File: config.mk
export PLATFORM = sky130hd
export DESIGN_NAME = dmem_arbiter
export DESIGN_NICKNAME = d
export VERILOG_FILES = /design/src/rtl/dmem_arb_pkg.sv /design/src/rtl/arb_lat_counter.sv /design/src/rtl/dmem_arbiter.sv
export SDC_FILE = /design/constraint.sdc
export NUM_CORES = 1
export LEC_CHECK = 0
export BUFFER_PORTS_ARGS = -buffer_cell sky130_fd_sc_hd__buf_2
export CELL_PAD_IN_SITES_DETAIL_PLACEMENT = 1
export CELL_PAD_IN_SITES_GLOBAL_PLACEMENT = 2
export CORE_MARGIN = 2
export CORE_UTILIZATION = 29
export CTS_BUF_LIST = sky130_fd_sc_hd__clkbuf_8
export DETAILED_ROUTE_END_ITERATION = 12
export PLACE_DENSITY = 0.81
export SLEW_MARGIN = 10
export SYNTH_ARGS = -nofsm -noshare
export SYNTH_HDL_FRONTEND = slang
export SYNTH_SLANG_ARGS = --single-unit
File: constraint.sdc
create_clock -name clock -period 2.4 [get_ports clock]
set_input_delay 0.6 -clock clock [delete_from_list [all_inputs] [get_ports clock]]
set_output_delay 0.6 -clock clock [all_outputs]
set_load 0.1 [all_outputs]
File: src/rtl/dmem_arb_pkg.sv
// Shared types and constants for the data-memory arbiter.
package dmem_arb_pkg;

  typedef enum logic [1:0] {
    IDLE,
    ISSUE,
    WAIT
  } arb_state_t;

  typedef enum logic {
    OWN_CORE,
    OWN_DMA
  } owner_t;

  // Word size code of the rd_wr_mem load/store size encoding (LW/SW funct3).
  localparam logic [2:0] SIZE_WORD = 3'b010;

endpackage

File: src/rtl/arb_lat_counter.sv
// Loadable down-counter with a zero flag; used for read latency and burst beats.
module arb_lat_counter #(
  parameter int W = 4
) (
  input  logic         clock,
  input  logic         reset,
  input  logic         load,
  input  logic [W-1:0] load_val,
  input  logic         dec,
  output logic         done
);

  logic [W-1:0] cnt_reg;

  always_ff @(posedge clock or negedge reset) begin
    if (!reset) begin
      cnt_reg <= '0;
    end else if (load) begin
      cnt_reg <= load_val;
    end else if (dec && (cnt_reg != '0)) begin
      cnt_reg <= cnt_reg - 1'b1;
    end
  end

  assign done = (cnt_reg == '0);

endmodule

File: src/rtl/dmem_arbiter.sv
// Arbitrates data memory between the core memory stage and a DMA/debug port.
// Optional DMA bursts are enabled with the DMEM_ARB_BURST_EN macro.
module dmem_arbiter
  import dmem_arb_pkg::*;
#(
  parameter int MEM_LAT    = 1,
  parameter int STARVE_MAX = 4,
  parameter int BURST_MAX  = 16
) (
  input  logic        clock,
  input  logic        reset,
  input  logic        core_req,
  input  logic        core_we,
  input  logic [2:0]  core_size,
  input  logic [31:0] core_addr,
  input  logic [31:0] core_wdata,
  output logic [31:0] core_rdata,
  output logic        core_ack,
  output logic        core_stall,
  input  logic        dma_req,
  input  logic        dma_we,
  input  logic [31:0] dma_addr,
  input  logic [31:0] dma_wdata,
`ifdef DMEM_ARB_BURST_EN
  input  logic [3:0]  dma_len,
`endif
  output logic [31:0] dma_rdata,
  output logic        dma_ack,
  output logic        mem_en,
  output logic        mem_we,
  output logic [2:0]  mem_size,
  output logic [31:0] mem_addr,
  output logic [31:0] mem_wdata,
  input  logic [31:0] mem_rdata
);

  localparam int SW = $clog2(STARVE_MAX + 1);
  localparam int LW = 3;
  localparam int BW = $clog2(BURST_MAX);

  arb_state_t    state_reg, state_next;
  owner_t        owner_reg, grant_owner;
  logic          grant;
  logic [SW-1:0] starve_cnt_reg;
  logic          acc_we_reg;
  logic [2:0]    acc_size_reg;
  logic [31:0]   acc_addr_reg, acc_wdata_reg;
  logic [31:0]   core_rdata_reg, dma_rdata_reg;
  logic          done_pulse, rd_done;
  logic          lat_load, lat_dec, lat_done;
  logic          burst_act;
  logic [31:0]   dma_beat_addr;
  logic [1:0]    unused_addr_lsb;

  assign unused_addr_lsb = dma_addr[1:0];

  // Owner selection happens while IDLE so the access issues on the next cycle.
  always_comb begin
    grant       = 1'b0;
    grant_owner = OWN_CORE;
    if (state_reg == IDLE) begin
      if (burst_act) begin
        grant       = dma_req;
        grant_owner = OWN_DMA;
      end else if (core_req && dma_req) begin
        grant       = 1'b1;
        grant_owner = (starve_cnt_reg == SW'(STARVE_MAX)) ? OWN_DMA : OWN_CORE;
      end else if (core_req) begin
        grant       = 1'b1;
        grant_owner = OWN_CORE;
      end else if (dma_req) begin
        grant       = 1'b1;
        grant_owner = OWN_DMA;
      end
    end
  end

  always_comb begin
    state_next = state_reg;
    mem_en     = 1'b0;
    mem_we     = 1'b0;
    mem_size   = 3'b000;
    mem_addr   = 32'h0;
    mem_wdata  = 32'h0;
    done_pulse = 1'b0;
    rd_done    = 1'b0;
    lat_load   = 1'b0;
    lat_dec    = 1'b0;
    case (state_reg)
      IDLE: begin
        if (grant) state_next = ISSUE;
      end
      ISSUE: begin
        mem_en    = 1'b1;
        mem_we    = acc_we_reg;
        mem_size  = acc_size_reg;
        mem_addr  = acc_addr_reg;
        mem_wdata = acc_wdata_reg;
        if (acc_we_reg) begin
          done_pulse = 1'b1;
          state_next = IDLE;
        end else begin
          lat_load   = 1'b1;
          state_next = WAIT;
        end
      end
      WAIT: begin
        if (lat_done) begin
          done_pulse = 1'b1;
          rd_done    = 1'b1;
          state_next = IDLE;
        end else begin
          lat_dec = 1'b1;
        end
      end
      default: state_next = IDLE;
    endcase
  end

  arb_lat_counter #(.W(LW)) u_lat_cnt (
    .clock    (clock),
    .reset    (reset),
    .load     (lat_load),
    .load_val (LW'(MEM_LAT - 1)),
    .dec      (lat_dec),
    .done     (lat_done)
  );

  assign core_ack = done_pulse && (owner_reg == OWN_CORE);
  assign dma_ack  = done_pulse && (owner_reg == OWN_DMA);

  // Read data is forwarded in the ack cycle and held afterwards.
  assign core_rdata = (rd_done && owner_reg == OWN_CORE) ? mem_rdata : core_rdata_reg;
  assign dma_rdata  = (rd_done && owner_reg == OWN_DMA)  ? mem_rdata : dma_rdata_reg;

  // Gated by reset so the stall is also low while reset is held.
  assign core_stall = reset && core_req && !core_ack;

  always_ff @(posedge clock or negedge reset) begin
    if (!reset) begin
      state_reg      <= IDLE;
      owner_reg      <= OWN_CORE;
      starve_cnt_reg <= '0;
      acc_we_reg     <= 1'b0;
      acc_size_reg   <= 3'b000;
      acc_addr_reg   <= 32'h0;
      acc_wdata_reg  <= 32'h0;
      core_rdata_reg <= 32'h0;
      dma_rdata_reg  <= 32'h0;
    end else begin
      state_reg <= state_next;
      if (grant) begin
        owner_reg     <= grant_owner;
        acc_we_reg    <= (grant_owner == OWN_CORE) ? core_we    : dma_we;
        acc_size_reg  <= (grant_owner == OWN_CORE) ? core_size  : SIZE_WORD;
        acc_addr_reg  <= (grant_owner == OWN_CORE) ? core_addr  : dma_beat_addr;
        acc_wdata_reg <= (grant_owner == OWN_CORE) ? core_wdata : dma_wdata;
      end
      if (rd_done && owner_reg == OWN_CORE) core_rdata_reg <= mem_rdata;
      if (rd_done && owner_reg == OWN_DMA)  dma_rdata_reg  <= mem_rdata;
      if (!dma_req || (grant && grant_owner == OWN_DMA)) begin
        starve_cnt_reg <= '0;
      end else if (grant && starve_cnt_reg != SW'(STARVE_MAX)) begin
        starve_cnt_reg <= starve_cnt_reg + 1'b1;
      end
    end
  end

`ifdef DMEM_ARB_BURST_EN
  logic        burst_act_reg;
  logic [31:0] burst_addr_reg;
  logic        beat_load, beat_dec, beat_last;

  assign burst_act     = burst_act_reg;
  assign dma_beat_addr = burst_act_reg ? burst_addr_reg : {dma_addr[31:2], 2'b00};
  assign beat_load     = grant && (grant_owner == OWN_DMA) && !burst_act_reg;
  assign beat_dec      = dma_ack && burst_act_reg && !beat_last;

  // Counts remaining beats after the current one; zero marks the final beat.
  arb_lat_counter #(.W(BW)) u_beat_cnt (
    .clock    (clock),
    .reset    (reset),
    .load     (beat_load),
    .load_val (BW'(dma_len)),
    .dec      (beat_dec),
    .done     (beat_last)
  );

  always_ff @(posedge clock or negedge reset) begin
    if (!reset) begin
      burst_act_reg  <= 1'b0;
      burst_addr_reg <= 32'h0;
    end else begin
      if (beat_load) begin
        burst_act_reg <= 1'b1;
      end else if (dma_ack && beat_last) begin
        burst_act_reg <= 1'b0;
      end
      if (grant && grant_owner == OWN_DMA) burst_addr_reg <= dma_beat_addr + 32'd4;
    end
  end
`else
  logic [BW-1:0] unused_beats;

  assign unused_beats  = '0;
  assign burst_act     = 1'b0;
  assign dma_beat_addr = {dma_addr[31:2], 2'b00};
`endif

endmodule
==> results by group <==
Synthesis
  – Flops & latches, synth: 141
  – Gate Count Post-Synth: 660
  – Cell Area, Synth: 7153 um^2
  – Sequential area share after synthesis: 49.33%
  – Syn Nets: 836
  – Total number of yosys warnings: 0
  – Mean Syn Cell Area: between 10 and 15 um^2
  – Post-synthesis cell type count: 30

STA
  – Setup TNS: -28.11 ns
  – Relative slew slack: 42.91%
  – Final setup violation count: 136
  – Worst Slack Setup Final: -0.4400 ns
  – Skew final: about 0.018 ns
  – Peak Freq: about 0.35 GHz
  – Slew @ Worst Pin: 0.8564 ns
  – RSZ-0062 raised after global routing: yes
  – Hold Vio Cnt, Final: 0
  – Minimum clock period: 2.840 ns
  – Tcrit/Tclk final: 118.3%
  – Max-slew violation count: 0

Clocking
  – Worst skew pair latency: 0.46 ns
  – Clock root buffer: clkbuf_8
  – TritonCTS Buffers: 17
  – Clock Pin Slew Worst Setup and Hold Paths: roughly 0.1 ns
  – TritonCTS clock tree: built
  – H-tree levels: 4
  – Sink Count: between 100 and 150
  – CTS Hold Bufs: 0
  – Clock Path Buffers: 2

Route
  – DRC: 0
  – 1st-pass router iterations: 5
  – DR WL/cell: 22.38 um
  – Vias: 6644
  – Routed Antenna Nets: 0
  – Vias per inst: 5.003
  – 1st-iter DRT viols: 278
  – WL final: 29720 um

Worst setup path
  – Critical Path RT: between 1.5 and 2 ns
  – WP data arrival: 2.24 ns
  – Crit Path Category: flip-flop to output port
  – Crit-path cells: inv_1 -> ha_2 -> ha_4 -> buf_6 -> nand3_4 -> clkbuf_16 -> mux2_4 -> buf_12
  – Worst R2R Setup Slack: 0.34 ns
  – Worst path max stage delay: 0.39 ns
  – Critical Path Slowest Stage Cell: dfrtp_1
  – Delay-heaviest family, CP: buffers and inverters
  – Startpoint types: flip-flop
  – Crit path buf inv count: 4
  – CP max FO: 8
  – Setup crit end kind: output port

Global route
  – Met3 Use GR: 5.496%
  – Aggregate global routing overflow: 0
  – Met1 Usage GRT: 27.06%
  – Vias in the first global route: roughly 7300
  – Grt met2 use: between 30% and 40%
  – Gr usage total: between 20 and 25%
  – Initial antenna violation count: 5
  – Gr busiest metal: met2
  – Pin count of the biggest net entering global routing: 142
  – First-pass GRT wire length: 44270 um

Job
  – Number of max-cap violations: 0

Placed design
  – Dpl hpwl: 18070 um
  – Port buffer count: just over 300
  – RePlAce Congestion: 0.7152
  – Placed Area: 11220 um^2
  – Place WS: 0.007775 ns

Run status
  – Status: finished with violations
  – Violated checks: setup timing

Die
  – Row cnt: 57
  – Core area: 24250 um^2
  – Die width: 161.1 um
  – Starting Density: 29.50%
  – Full die area: roughly 26000 um^2
  – I/O pin cnt: around 310
  – Die height: 161.1 um

Cells and area
  – Synth-to-layout area growth: 77.30%
  – Final nets: 1162
  – Final instance area: 12680 um^2
  – Fraction of layout cells with a size suffix above 1: 59.76%

Min path
  – Worst hold path type: input pin to async pin
==> kinds of logic (layout without fill, tap and decap cells) <==
logic type / after synthesis / in the layout / synth area share [%]
compound gates: 209 / 209 / 22.41
simple gates: 163 / 163 / 11.28
flops: 141 / 141 / 49.33
buf+inv: 73 / 412 / 5.247
mux: 66 / 66 / 10.39
fa+ha+maj: 7 / 7 / 1.224
xor+xnor: 1 / 1 / 0.1225
other cells: 0 / 5 / 0
==> layout by cell type (no fill, tap or decap), types with 3 or more instances in the layout <==
| master | instances |
|---|---|
| buf_2 | 164 |
| buf_12 | 153 |
| dfrtp_1 | 141 |
| nor2_1 | 70 |
| o21ai_0 | 69 |
| and2_4 | 68 |
| a21oi_1 | 66 |
| mux2_4 | 61 |
| a41oi_2 | 38 |
| buf_4 | 35 |
| a41oi_1 | 25 |
| clkbuf_8 | 18 |
| nand2_1 | 9 |
| buf_6 | 8 |
| inv_6 | 6 |
| clkbuf_16 | 6 |
| diode_2 | 5 |
| mux2_2 | 5 |
| inv_8 | 5 |
| inv_1 | 4 |
| ha_4 | 4 |
| inv_2 | 3 |
| nand3_1 | 3 |
| nor2b_1 | 3 |
| nand2b_1 | 3 |
| buf_16 | 3 |
| buf_8 | 3 |
==> routing by layer <==
metal / routed length [um] / vias to the layer above / share of wire (%)
li1: - / 3005 / -
met1: 12040 / 3387 / 41
met2: 15430 / 214 / 52
met3: 1512 / 38 / 5.1
met4: 741 / 0 / 2.5
met5: 0 / - / 0
==> cell type report <==
type,instances,area [um^2]
clock buffers,18,247.7
well taps,324,405.4
fillers,2524,11570
inverters,8,35.03
repair buffers,372,4514
clock inverters,14,141.4
multi-input cells,446,3797
flip-flops and latches,141,3528
diodes,5,12.51
==> synthesized netlist by cell type <==
library cell	instances	area, um^2
a21oi_1	66	330.3
o21ai_2	1	8.760
buf_2	21	105.1
clkbuf_2	3	15.01
a21boi_2	1	11.26
and2_1	68	425.4
a41oi_2	38	618.1
buf_1	3	11.26
a31oi_1	1	6.260
mux2_2	66	743.2
xnor2_1	1	8.760
nand3_1	5	25.02
buf_4	7	52.55
ha_1	7	87.58
nor2b_1	3	18.77
a211oi_1	1	7.510
clkbuf_1	25	93.84
nand2_1	11	41.29
a21boi_0	2	15.01
nand2b_1	3	18.77
o21ai_0	69	345.3
inv_1	8	30.03
nand3b_1	1	7.510
a22o_1	1	8.760
dfrtp_1	141	3528
nor2_1	72	270.3
a41oi_1	25	219.0
a21bo_1	1	10.01
o21a_1	3	22.52
buf_6	6	67.56
==> metrics by stage <==
step / cells / util, % / hold WS, ns
floorplan: 660 / - / 0.3044
global placement: 1243 / 46.25 / 0.4549
detailed placement: 1243 / 46.25 / 0.4745
CTS: 1304 / 51.09 / 0.3325
global route: 1328 / 52.30 / 0.3079
finish: 1328 / 52.30 / 0.2588
==> timing repair <==
item,CTS,global route
pin swaps,46,6
endpoints found under the setup margin,123,136
endpoints found under the hold margin,0,0
buffers inserted,21,20
gates resized for setup,141,44
gates cloned,9,7
==> final timing paths <==
kind | cells after the start | start | to
min in group clock | 3 | core_wdata[20] | acc_wdata_reg[20]$_DFFE_PN0P_
setup / recovery | 8 | u_lat_cnt.cnt_reg[0]$_DFFE_PN0P_ | dma_rdata[9]
hold reg to reg | 2 | acc_addr_reg[1]$_DFFE_PN0P_ | acc_addr_reg[1]$_DFFE_PN0P_
hold / removal | 2 | reset | core_rdata_reg[27]$_DFF_PN0_
setup reg to reg | 9 | state_reg[1]$_DFFE_PN0P_ | acc_addr_reg[10]$_DFFE_PN0P_
max in group asynchronous | 2 | reset | acc_wdata_reg[15]$_DFFE_PN0P_
Power is left out: the tool's default activity adds up to more than one toggle a clock period on the data nets, which glitch-free logic cannot reach.
